==> config.mk <==
export PLATFORM = sky130hd
export DESIGN_NAME = multicycle_main_control
export DESIGN_NICKNAME = d
export VERILOG_FILES = /design/src/rtl/mc_ctrl_pkg.sv /design/src/rtl/mc_output_decode.sv /design/src/rtl/multicycle_main_control.sv
export SDC_FILE = /design/constraint.sdc
export NUM_CORES = 1
export LEC_CHECK = 0
export CORE_MARGIN = 5
export CORE_UTILIZATION = 44
export DETAILED_ROUTE_END_ITERATION = 12
export PLACE_DENSITY_LB_ADDON = 0.25
export SYNTH_ARGS = -nofsm -noshare
export SYNTH_HDL_FRONTEND = slang
export SYNTH_HIERARCHICAL = 1
export SYNTH_SLANG_ARGS = --single-unit
==> constraint.sdc <==
create_clock -name clk -period 1.8 [get_ports clk]
set_input_delay 0.36 -clock clk [delete_from_list [all_inputs] [get_ports clk]]
set_output_delay 0.36 -clock clk [all_outputs]
set_load 0.03 [all_outputs]
==> src/rtl/mc_ctrl_pkg.sv <==
// Shared definitions for the multi-cycle MIPS main control FSM: state
// encoding, opcode values, datapath select encodings and the control word.
package mc_ctrl_pkg;

    localparam int MC_OP_W    = 6;
    localparam int MC_STATE_W = 4;

    typedef enum logic [3:0] {
        IDLE      = 4'd0,
        FETCH     = 4'd1,
        DECODE    = 4'd2,
        MEM_ADDR  = 4'd3,
        MEM_READ  = 4'd4,
        MEM_WB    = 4'd5,
        MEM_WRITE = 4'd6,
        R_EXEC    = 4'd7,
        R_WB      = 4'd8,
        BRANCH    = 4'd9,
        JUMP      = 4'd10,
        ADDI_EXEC = 4'd11,
        ADDI_WB   = 4'd12,
        TRAP      = 4'd13
    } state_t;

    localparam logic [5:0] OP_RTYPE = 6'b000000;
    localparam logic [5:0] OP_LW    = 6'b100011;
    localparam logic [5:0] OP_SW    = 6'b101011;
    localparam logic [5:0] OP_BEQ   = 6'b000100;
    localparam logic [5:0] OP_J     = 6'b000010;
    localparam logic [5:0] OP_ADDI  = 6'b001000;

    localparam logic [1:0] ALUOP_ADD   = 2'b00;
    localparam logic [1:0] ALUOP_SUB   = 2'b01;
    localparam logic [1:0] ALUOP_FUNCT = 2'b10;

    localparam logic [1:0] ALUSRCB_B      = 2'b00;
    localparam logic [1:0] ALUSRCB_FOUR   = 2'b01;
    localparam logic [1:0] ALUSRCB_IMM    = 2'b10;
    localparam logic [1:0] ALUSRCB_IMM_SH = 2'b11;

    localparam logic [1:0] PCSRC_ALU    = 2'b00;
    localparam logic [1:0] PCSRC_ALUOUT = 2'b01;
    localparam logic [1:0] PCSRC_JUMP   = 2'b10;

    typedef struct packed {
        logic       pc_write;
        logic       pc_write_cond;
        logic       i_or_d;
        logic       mem_read;
        logic       mem_write;
        logic       ir_write;
        logic       mem_to_reg;
        logic       reg_dst;
        logic       reg_write;
        logic       alu_src_a;
        logic [1:0] alu_src_b;
        logic [1:0] alu_op;
        logic [1:0] pc_source;
        logic       instr_done;
    } ctrl_t;

    // True for the opcodes this controller sequences.
    function automatic logic op_known(input logic [5:0] op);
        logic known;
        case (op)
            OP_RTYPE, OP_LW, OP_SW, OP_BEQ, OP_J, OP_ADDI: known = 1'b1;
            default:                                       known = 1'b0;
        endcase
        return known;
    endfunction

endpackage

==> src/rtl/mc_output_decode.sv <==
// Combinational state-to-control-word decode for the main control FSM.
// The only non-Moore terms are the mem_ready gating in FETCH/MEM_WRITE and
// the unknown-opcode completion pulse in DECODE.
// Optional feature macro: ILLEGAL_OP_TRAP_EN (adds illegal_op output).
module mc_output_decode
    import mc_ctrl_pkg::*;
(
    input  state_t     state,
    input  logic       mem_ready,
    input  logic [5:0] opcode,
`ifdef ILLEGAL_OP_TRAP_EN
    output logic       illegal_op,
`endif
    output ctrl_t      ctrl
);

    // Decode the control word; everything not named in a state stays 0.
    always_comb begin
        ctrl = '0;
`ifdef ILLEGAL_OP_TRAP_EN
        illegal_op = 1'b0;
`endif
        case (state)
            FETCH: begin
                ctrl.mem_read  = 1'b1;
                ctrl.i_or_d    = 1'b0;
                ctrl.alu_src_a = 1'b0;
                ctrl.alu_src_b = ALUSRCB_FOUR;
                ctrl.alu_op    = ALUOP_ADD;
                ctrl.pc_source = PCSRC_ALU;
                // PC and IR load only on the completing cycle so PC+4 happens once
                ctrl.ir_write  = mem_ready;
                ctrl.pc_write  = mem_ready;
            end
            DECODE: begin
                ctrl.alu_src_a = 1'b0;
                ctrl.alu_src_b = ALUSRCB_IMM_SH;
                ctrl.alu_op    = ALUOP_ADD;
`ifdef ILLEGAL_OP_TRAP_EN
                ctrl.instr_done = 1'b0;
`else
                // Unknown opcode retires as a NOP in this cycle
                ctrl.instr_done = ~op_known(opcode);
`endif
            end
            MEM_ADDR: begin
                ctrl.alu_src_a = 1'b1;
                ctrl.alu_src_b = ALUSRCB_IMM;
                ctrl.alu_op    = ALUOP_ADD;
            end
            MEM_READ: begin
                ctrl.mem_read = 1'b1;
                ctrl.i_or_d   = 1'b1;
            end
            MEM_WB: begin
                ctrl.reg_write  = 1'b1;
                ctrl.mem_to_reg = 1'b1;
                ctrl.reg_dst    = 1'b0;
                ctrl.instr_done = 1'b1;
            end
            MEM_WRITE: begin
                ctrl.i_or_d     = 1'b1;
                ctrl.mem_write  = 1'b1;
                ctrl.instr_done = mem_ready;
            end
            R_EXEC: begin
                ctrl.alu_src_a = 1'b1;
                ctrl.alu_src_b = ALUSRCB_B;
                ctrl.alu_op    = ALUOP_FUNCT;
            end
            R_WB: begin
                ctrl.reg_dst    = 1'b1;
                ctrl.reg_write  = 1'b1;
                ctrl.mem_to_reg = 1'b0;
                ctrl.instr_done = 1'b1;
            end
            BRANCH: begin
                ctrl.alu_src_a     = 1'b1;
                ctrl.alu_src_b     = ALUSRCB_B;
                ctrl.alu_op        = ALUOP_SUB;
                ctrl.pc_write_cond = 1'b1;
                ctrl.pc_source     = PCSRC_ALUOUT;
                ctrl.instr_done    = 1'b1;
            end
            JUMP: begin
                ctrl.pc_write   = 1'b1;
                ctrl.pc_source  = PCSRC_JUMP;
                ctrl.instr_done = 1'b1;
            end
            ADDI_EXEC: begin
                ctrl.alu_src_a = 1'b1;
                ctrl.alu_src_b = ALUSRCB_IMM;
                ctrl.alu_op    = ALUOP_ADD;
            end
            ADDI_WB: begin
                ctrl.reg_dst    = 1'b0;
                ctrl.reg_write  = 1'b1;
                ctrl.mem_to_reg = 1'b0;
                ctrl.instr_done = 1'b1;
            end
`ifdef ILLEGAL_OP_TRAP_EN
            TRAP: begin
                illegal_op = 1'b1;
            end
`endif
            default: begin
                ctrl = '0;
            end
        endcase
    end

endmodule

==> src/rtl/multicycle_main_control.sv <==
// Multi-cycle MIPS main control FSM. Holds the state and the opcode latched
// in DECODE; the control word comes from mc_output_decode.
// Optional feature macro: ILLEGAL_OP_TRAP_EN (unknown opcodes park in TRAP
// and raise illegal_op; otherwise they retire as a NOP).
module multicycle_main_control
    import mc_ctrl_pkg::*;
#(
    parameter int OP_W    = MC_OP_W,
    parameter int STATE_W = MC_STATE_W
) (
    input  logic               clk,
    input  logic               rst,
    input  logic [OP_W-1:0]    opcode,
    input  logic               mem_ready,
    output logic               PCWrite,
    output logic               PCWriteCond,
    output logic               IorD,
    output logic               MemRead,
    output logic               MemWrite,
    output logic               IRWrite,
    output logic               MemtoReg,
    output logic               RegDst,
    output logic               RegWrite,
    output logic               ALUSrcA,
    output logic [1:0]         ALUSrcB,
    output logic [1:0]         ALUOp,
    output logic [1:0]         PCSource,
    output logic               instr_done,
`ifdef ILLEGAL_OP_TRAP_EN
    output logic               illegal_op,
`endif
    output logic [STATE_W-1:0] state_o
);

    state_t          state;
    logic [OP_W-1:0] op_latched;
    ctrl_t           ctrl;

    // State sequencing; the opcode is captured in DECODE for MEM_ADDR's lw/sw split.
    always_ff @(posedge clk or posedge rst) begin
        if (rst) begin
            state      <= IDLE;
            op_latched <= '0;
        end else begin
            case (state)
                IDLE:  state <= FETCH;
                FETCH: state <= mem_ready ? DECODE : FETCH;
                DECODE: begin
                    op_latched <= opcode;
                    case (opcode)
                        OP_RTYPE:     state <= R_EXEC;
                        OP_LW, OP_SW: state <= MEM_ADDR;
                        OP_BEQ:       state <= BRANCH;
                        OP_J:         state <= JUMP;
                        OP_ADDI:      state <= ADDI_EXEC;
`ifdef ILLEGAL_OP_TRAP_EN
                        default:      state <= TRAP;
`else
                        default:      state <= FETCH;
`endif
                    endcase
                end
                MEM_ADDR:  state <= (op_latched == OP_LW) ? MEM_READ : MEM_WRITE;
                MEM_READ:  state <= mem_ready ? MEM_WB : MEM_READ;
                MEM_WB:    state <= FETCH;
                MEM_WRITE: state <= mem_ready ? FETCH : MEM_WRITE;
                R_EXEC:    state <= R_WB;
                R_WB:      state <= FETCH;
                BRANCH:    state <= FETCH;
                JUMP:      state <= FETCH;
                ADDI_EXEC: state <= ADDI_WB;
                ADDI_WB:   state <= FETCH;
`ifdef ILLEGAL_OP_TRAP_EN
                TRAP:      state <= TRAP;
`endif
                default:   state <= IDLE;
            endcase
        end
    end

    mc_output_decode u_decode (
        .state      (state),
        .mem_ready  (mem_ready),
        .opcode     (opcode),
`ifdef ILLEGAL_OP_TRAP_EN
        .illegal_op (illegal_op),
`endif
        .ctrl       (ctrl)
    );

    assign PCWrite     = ctrl.pc_write;
    assign PCWriteCond = ctrl.pc_write_cond;
    assign IorD        = ctrl.i_or_d;
    assign MemRead     = ctrl.mem_read;
    assign MemWrite    = ctrl.mem_write;
    assign IRWrite     = ctrl.ir_write;
    assign MemtoReg    = ctrl.mem_to_reg;
    assign RegDst      = ctrl.reg_dst;
    assign RegWrite    = ctrl.reg_write;
    assign ALUSrcA     = ctrl.alu_src_a;
    assign ALUSrcB     = ctrl.alu_src_b;
    assign ALUOp       = ctrl.alu_op;
    assign PCSource    = ctrl.pc_source;
    assign instr_done  = ctrl.instr_done;
    assign state_o     = state;

endmodule
# --- Word-level counts from Yosys, hierarchy flattened ---
# Index checks and enable logic that the tools add are counted.
classes:
  n_eq_ne: 18
  n_mux: 18
  n_bitwise: 1
  n_reduce_logical: 9
op_table:
  columns: ["op", "n"]
  rows:
  - ["$pmux W4 S8", 1]
  - ["$pmux W5 S5", 1]
  - ["$eq A4 B4 Y1 const B", 5]
  - ["$pmux W4 S5", 1]
  - ["$eq A6 B6 Y1 const B", 3]
  - ["$eq A4 B3 Y1 const B", 4]
  - ["$reduce_or A6 Y1", 2]
  - ["$pmux W3 S3", 1]
  - ["$eq A4 B2 Y1 const B", 2]
  - ["$mux W1", 8]
  - ["$reduce_or A2 Y1", 4]
  - ["$eq A6 B2 Y1 const B", 1]
  - ["$eq A6 B3 Y1 const B", 1]
  - ["$eq A6 B4 Y1 const B", 1]
  - ["$logic_not A6 Y1", 1]
  - ["$reduce_or A5 Y1", 1]
  - ["$eq A4 B1 Y1 const B", 1]
  - ["$logic_not A4 Y1", 1]
  - ["$mux W2", 2]
  - ["$pmux W2 S2", 1]
  - ["$mux W3", 1]
  - ["$pmux W1 S3", 1]
  - ["$pmux W1 S2", 1]
  - ["$not A1 Y1", 1]
totals:
  ff_bits: 10
  in_bits: 9
  out_inout_bits: 21
  elab_cells: 48

# --- Longest topological paths before layout ---
logic_depth:
  depth_word: 6
  ltp_mapped: 4
  ltp_nobuf: 3

# --- Modules after synthesis ---
# Netlist, hierarchy kept.
modules_own_cells:
  columns: ["module", "instances", "cells_per_inst", "area_each_um2", "seq_area_each_um2"]
  rows:
  - ["multicycle_main_control", 1, 53, 586.8, 250.2]
  - ["mc_output_decode", 1, 41, 254.0, 0.0]

# --- Least setup slack after synthesis ---
# Ideal clock, no wire load.
synth_path:
  kind: "register to output"
  startpoint: "register state[3], in the netlist state_o[3]"
  endpoint: "output PCWrite"
  t_arrival_ns: 1.740
  required_ns: 1.440
  path_slack_ns: -0.300
  stages_incl_launch_ff: 4
  n_path_buf: 0
  cell_sequence: "dfrtp_1 nand2b_1 nor2_1 or2_1"
synth_between:
  elab_chain_len: 2
  elab_cells_between_ends: 3
  cone_classes: "eq/ne: 2; mux: 1"
synth_lines:
  columns: ["item", "line", "text"]
  rows:
  - ["start, declared", "multicycle_main_control.sv:35", "state_t state;"]
  - ["start signal, assigned", "multicycle_main_control.sv:47", "FETCH: state <= mem_ready ? DECODE : FETCH;"]
  - ["start signal, assigned", "multicycle_main_control.sv:63", "MEM_ADDR: state <= (op_latched == OP_LW) ? MEM_READ : MEM_WRITE;"]
  - ["start signal, assigned", "multicycle_main_control.sv:64", "MEM_READ: state <= mem_ready ? MEM_WB : MEM_READ;"]
  - ["$eq A4 B4 Y1 or $eq A4 B1 Y1 (tied branches)", "mc_output_decode.sv:23", "case (state)"]
  - ["$pmux W1 S2 *", "mc_output_decode.sv:23", null]
  - ["end, declared", "multicycle_main_control.sv:15", "output logic PCWrite,"]
# Every way passes the cells marked *; elsewhere a longest branch is shown, timed or not.

# --- Worst setup path after layout ---
layout_path:
  startpoint: "register state[0], in the netlist state_o[0]"
  endpoint: "output PCWrite"
# Same word-level chain as after synthesis.

==> flow_summary.json <==
{
  "fp.dieW_um": 53.7,
  "fmax_mhz": 555,
  "first_iter_violations": 24,
  "cts_sinks": 10,
  "status": "finished with violations",
  "synthFlopType": "dfrtp_1",
  "p_seq_share_pct": 18.7,
  "yosys.cell_types.count": 42,
  "path_max_fanout": 7,
  "grt_pass1_vias": 845,
  "synth_top_area_cell": "dfrtp_1",
  "tightest_slew_ns": 0.399,
  "clockPowerShare_pct": 7.0,
  "port-buffer-count": 29,
  "period_needed_ns": 1.80,
  "mostFrequentLayoutCell": "buf_4",
  "cp-start-kind": "register",
  "p_switching_mw": 1.05,
  "final_core_util_pct": 77.8,
  "ir_drop_mv": 0.849,
  "gp_congestion": 0.795,
  "drt-pass1-iter-count": 4,
  "violations": "setup timing",
  "grt_max_degree": 16,
  "die_h_um": 53.7,
  "yosys-top-cells-area": "dfrtp_1 (30%), mux2_2 (8.0%), nor2_1 (4.5%)",
  "tns_ns": -0.00340,
  "final_cell_mix": "buf_4 (37), dfrtp_1 (7), mux2_2 (6), nor2_1 (6), buf_6 (6)",
  "synth.net_count": 103,
  "cts-buffers-inserted": 3,
  "antennaDiodeCount": 0,
  "grt_usage_pct": 16.9,
  "routedWlPerCell_um": 14.3,
  "rows": 15,
  "synth-edff-count": 0,
  "synthesis.area_um2": 841,
  "endpoint_kind": "output port",
  "rsz0062_at_grt": "true",
  "slew_violations": 0,
  "cap_violations": 0,
  "synth-async-reset-ratio_pct": 100,
  "synth-seq-area-share_pct": 29.8,
  "grt_pass1_wl_um": 3690,
  "cts_tree": "done",
  "instances_no_fill": 170,
  "power_mw": 2.26,
  "core_um2": 1760,
  "final_layout_size_suffix_gt1_share_pct": 55.2,
  "hold_slack_ns": 0.372,
  "drt_wl_total_um": 2430,
  "cp-startpoint": "state_o[0]",
  "power_frac_comb_pct": 74.3,
  "synth-seq-cells": 10,
  "internal-power_mw": 1.21,
  "path_clk_slew_ns": 0.07,
  "post-route-period-util_pct": 100,
  "r2r_slack_ns": 0.19,
  "antenna_found_initial": 0,
  "htreeDepth": 1,
  "ant_nets": 0,
  "hold_viol_final": 0,
  "synth_top_area_share_pct": 29.8,
  "placed_cell_area_um2": 1240,
  "syn_area_per_cell_um2": 8.94,
  "critPathTopFamily": "flip-flops",
  "swShare_pct": 46.4,
  "pre_cts_ws_ns": -0.665,
  "io_pins": 30,
  "r2r-start": "state_o[2]",
  "crit_arrival_ns": 1.44,
  "endpoint": "PCWrite",
  "crit_buf_inv": 2,
  "worstSetupPathType": "register to output port",
  "setup_viol": 1,
  "hpwlAfterDp_um": 1690,
  "final_area_um2": 1370,
  "worst-path-stages": 5,
  "dieArea_um2": 2890,
  "dp_cells": 162,
  "initial_core_util_pct": 47.7,
  "yosysWarnings": 6,
  "avgViaCountPerCell": 5.42,
  "drc": 0,
  "maxSlewHeadroom_pct": 73.4,
  "clock_latency_ns": 0.26,
  "cpPeakStageDelay_ns": 0.44,
  "p_leak_nw": 0.622,
  "crit_chain": "buf_4 > nand2b_4 > nor2_2 > or2_1 > buf_6",
  "pwr_density_cell_nw_per_um2": 1650,
  "via_count": 921,
  "crit_slowest_cell": "dfrtp_2",
  "hold_buffers": 0,
  "netlist_instances": 94,
  "clock_path_buffers": 2,
  "cp.required_ns": 1.44,
  "hp-class": "primary input to asynchronous set/reset pin",
  "fin_ws_ns": -0.00340,
  "syn_to_final_growth_pct": 63.2,
  "rr_worst_depth": 5,
  "nets": 155,
  "cts-root-buf": "clkbuf_4",
  "overflow": 0,
  "skew_ns": 0.0175,
  "r2r_end": "op_latched[5]"
}
## what timing repair did
| item | CTS | global route |
|---|---|---|
| setup endpoints to repair | 9 | 11 |
| setup buffers | 1 | 3 |
| gates resized for setup | 21 | 24 |
| pin swaps | 2 | 5 |
## registers in the layout, summed over array words and instances (netlist names)
signal,count
op_latched,6
state_o,4
## worst reg2reg max path, cell delays in order (launching register included)
cell     delay (ns)
dfrtp_1        0.41
buf_6          0.15
buf_4          0.15
nor4b_4        0.23
buf_4          0.19
mux2_2         0.35
## per-layer routing
layer / wire length [um] / GRT usage, %
met5: 0 / 0
met1: 956 / 20.2
met4: 6 / 5.11
met2: 1290 / 31.0
met3: 178 / 1.94
## area by class of cell
cell class | count | area (um^2)
clock buffer | 4 | 26.3
fill | 132 | 392
inverter | 3 | 11.3
multi-input combinational | 75 | 611
sequential | 10 | 254
tap | 25 | 31.3
timing repair buffer | 53 | 439
## kinds of logic (layout without fill, tap and decap cells)
| kind of cell | count (synthesis) | after routing | synth area share (%) |
|---|---|---|---|
| simple gates | 45 | 45 | 35.4 |
| compound gates | 21 | 21 | 16.7 |
| flops | 10 | 10 | 29.8 |
| buf+inv | 9 | 60 | 6.70 |
| mux | 6 | 6 | 8.04 |
| xor+xnor | 2 | 2 | 2.08 |
| fa+ha+maj | 1 | 1 | 1.34 |
## how the worst min path moves through the flow
stage,start,end,slack (ns),depth (start not counted)
2_1_floorplan,rst,op_latched[0],0.20,1
3_3_place_gp,op_latched[0],op_latched[0],0.48,1
3_5_place_dp,op_latched[0],op_latched[0],0.49,1
4_1_cts,rst,state_o[2],0.38,2
5_1_grt,rst,state_o[2],0.41,2
6_report,rst,state_o[2],0.37,2
## power groups by stage
stage          combinational, mW  clock (mW)  sequential [mW]
2_1_floorplan              0.878           0            0.490
3_3_place_gp                1.44           0            0.410
3_5_place_dp                1.47           0            0.413
4_1_cts                     1.53       0.163            0.409
5_1_grt                     1.80       0.177            0.443
6_report                    1.68       0.158            0.423
## Yosys cell counts, types with 3 or more instances
cell type	instances
nand2_1	3
o21ai_0	5
inv_1	3
buf_4	4
nor3_1	4
nand2b_1	5
mux2_2	6
nor2b_1	3
and3_1	3
nor3b_1	4
nor2_1	10
dfrtp_1	10
a21oi_1	4
No activity file was read; power rests on OpenSTA's default activity.
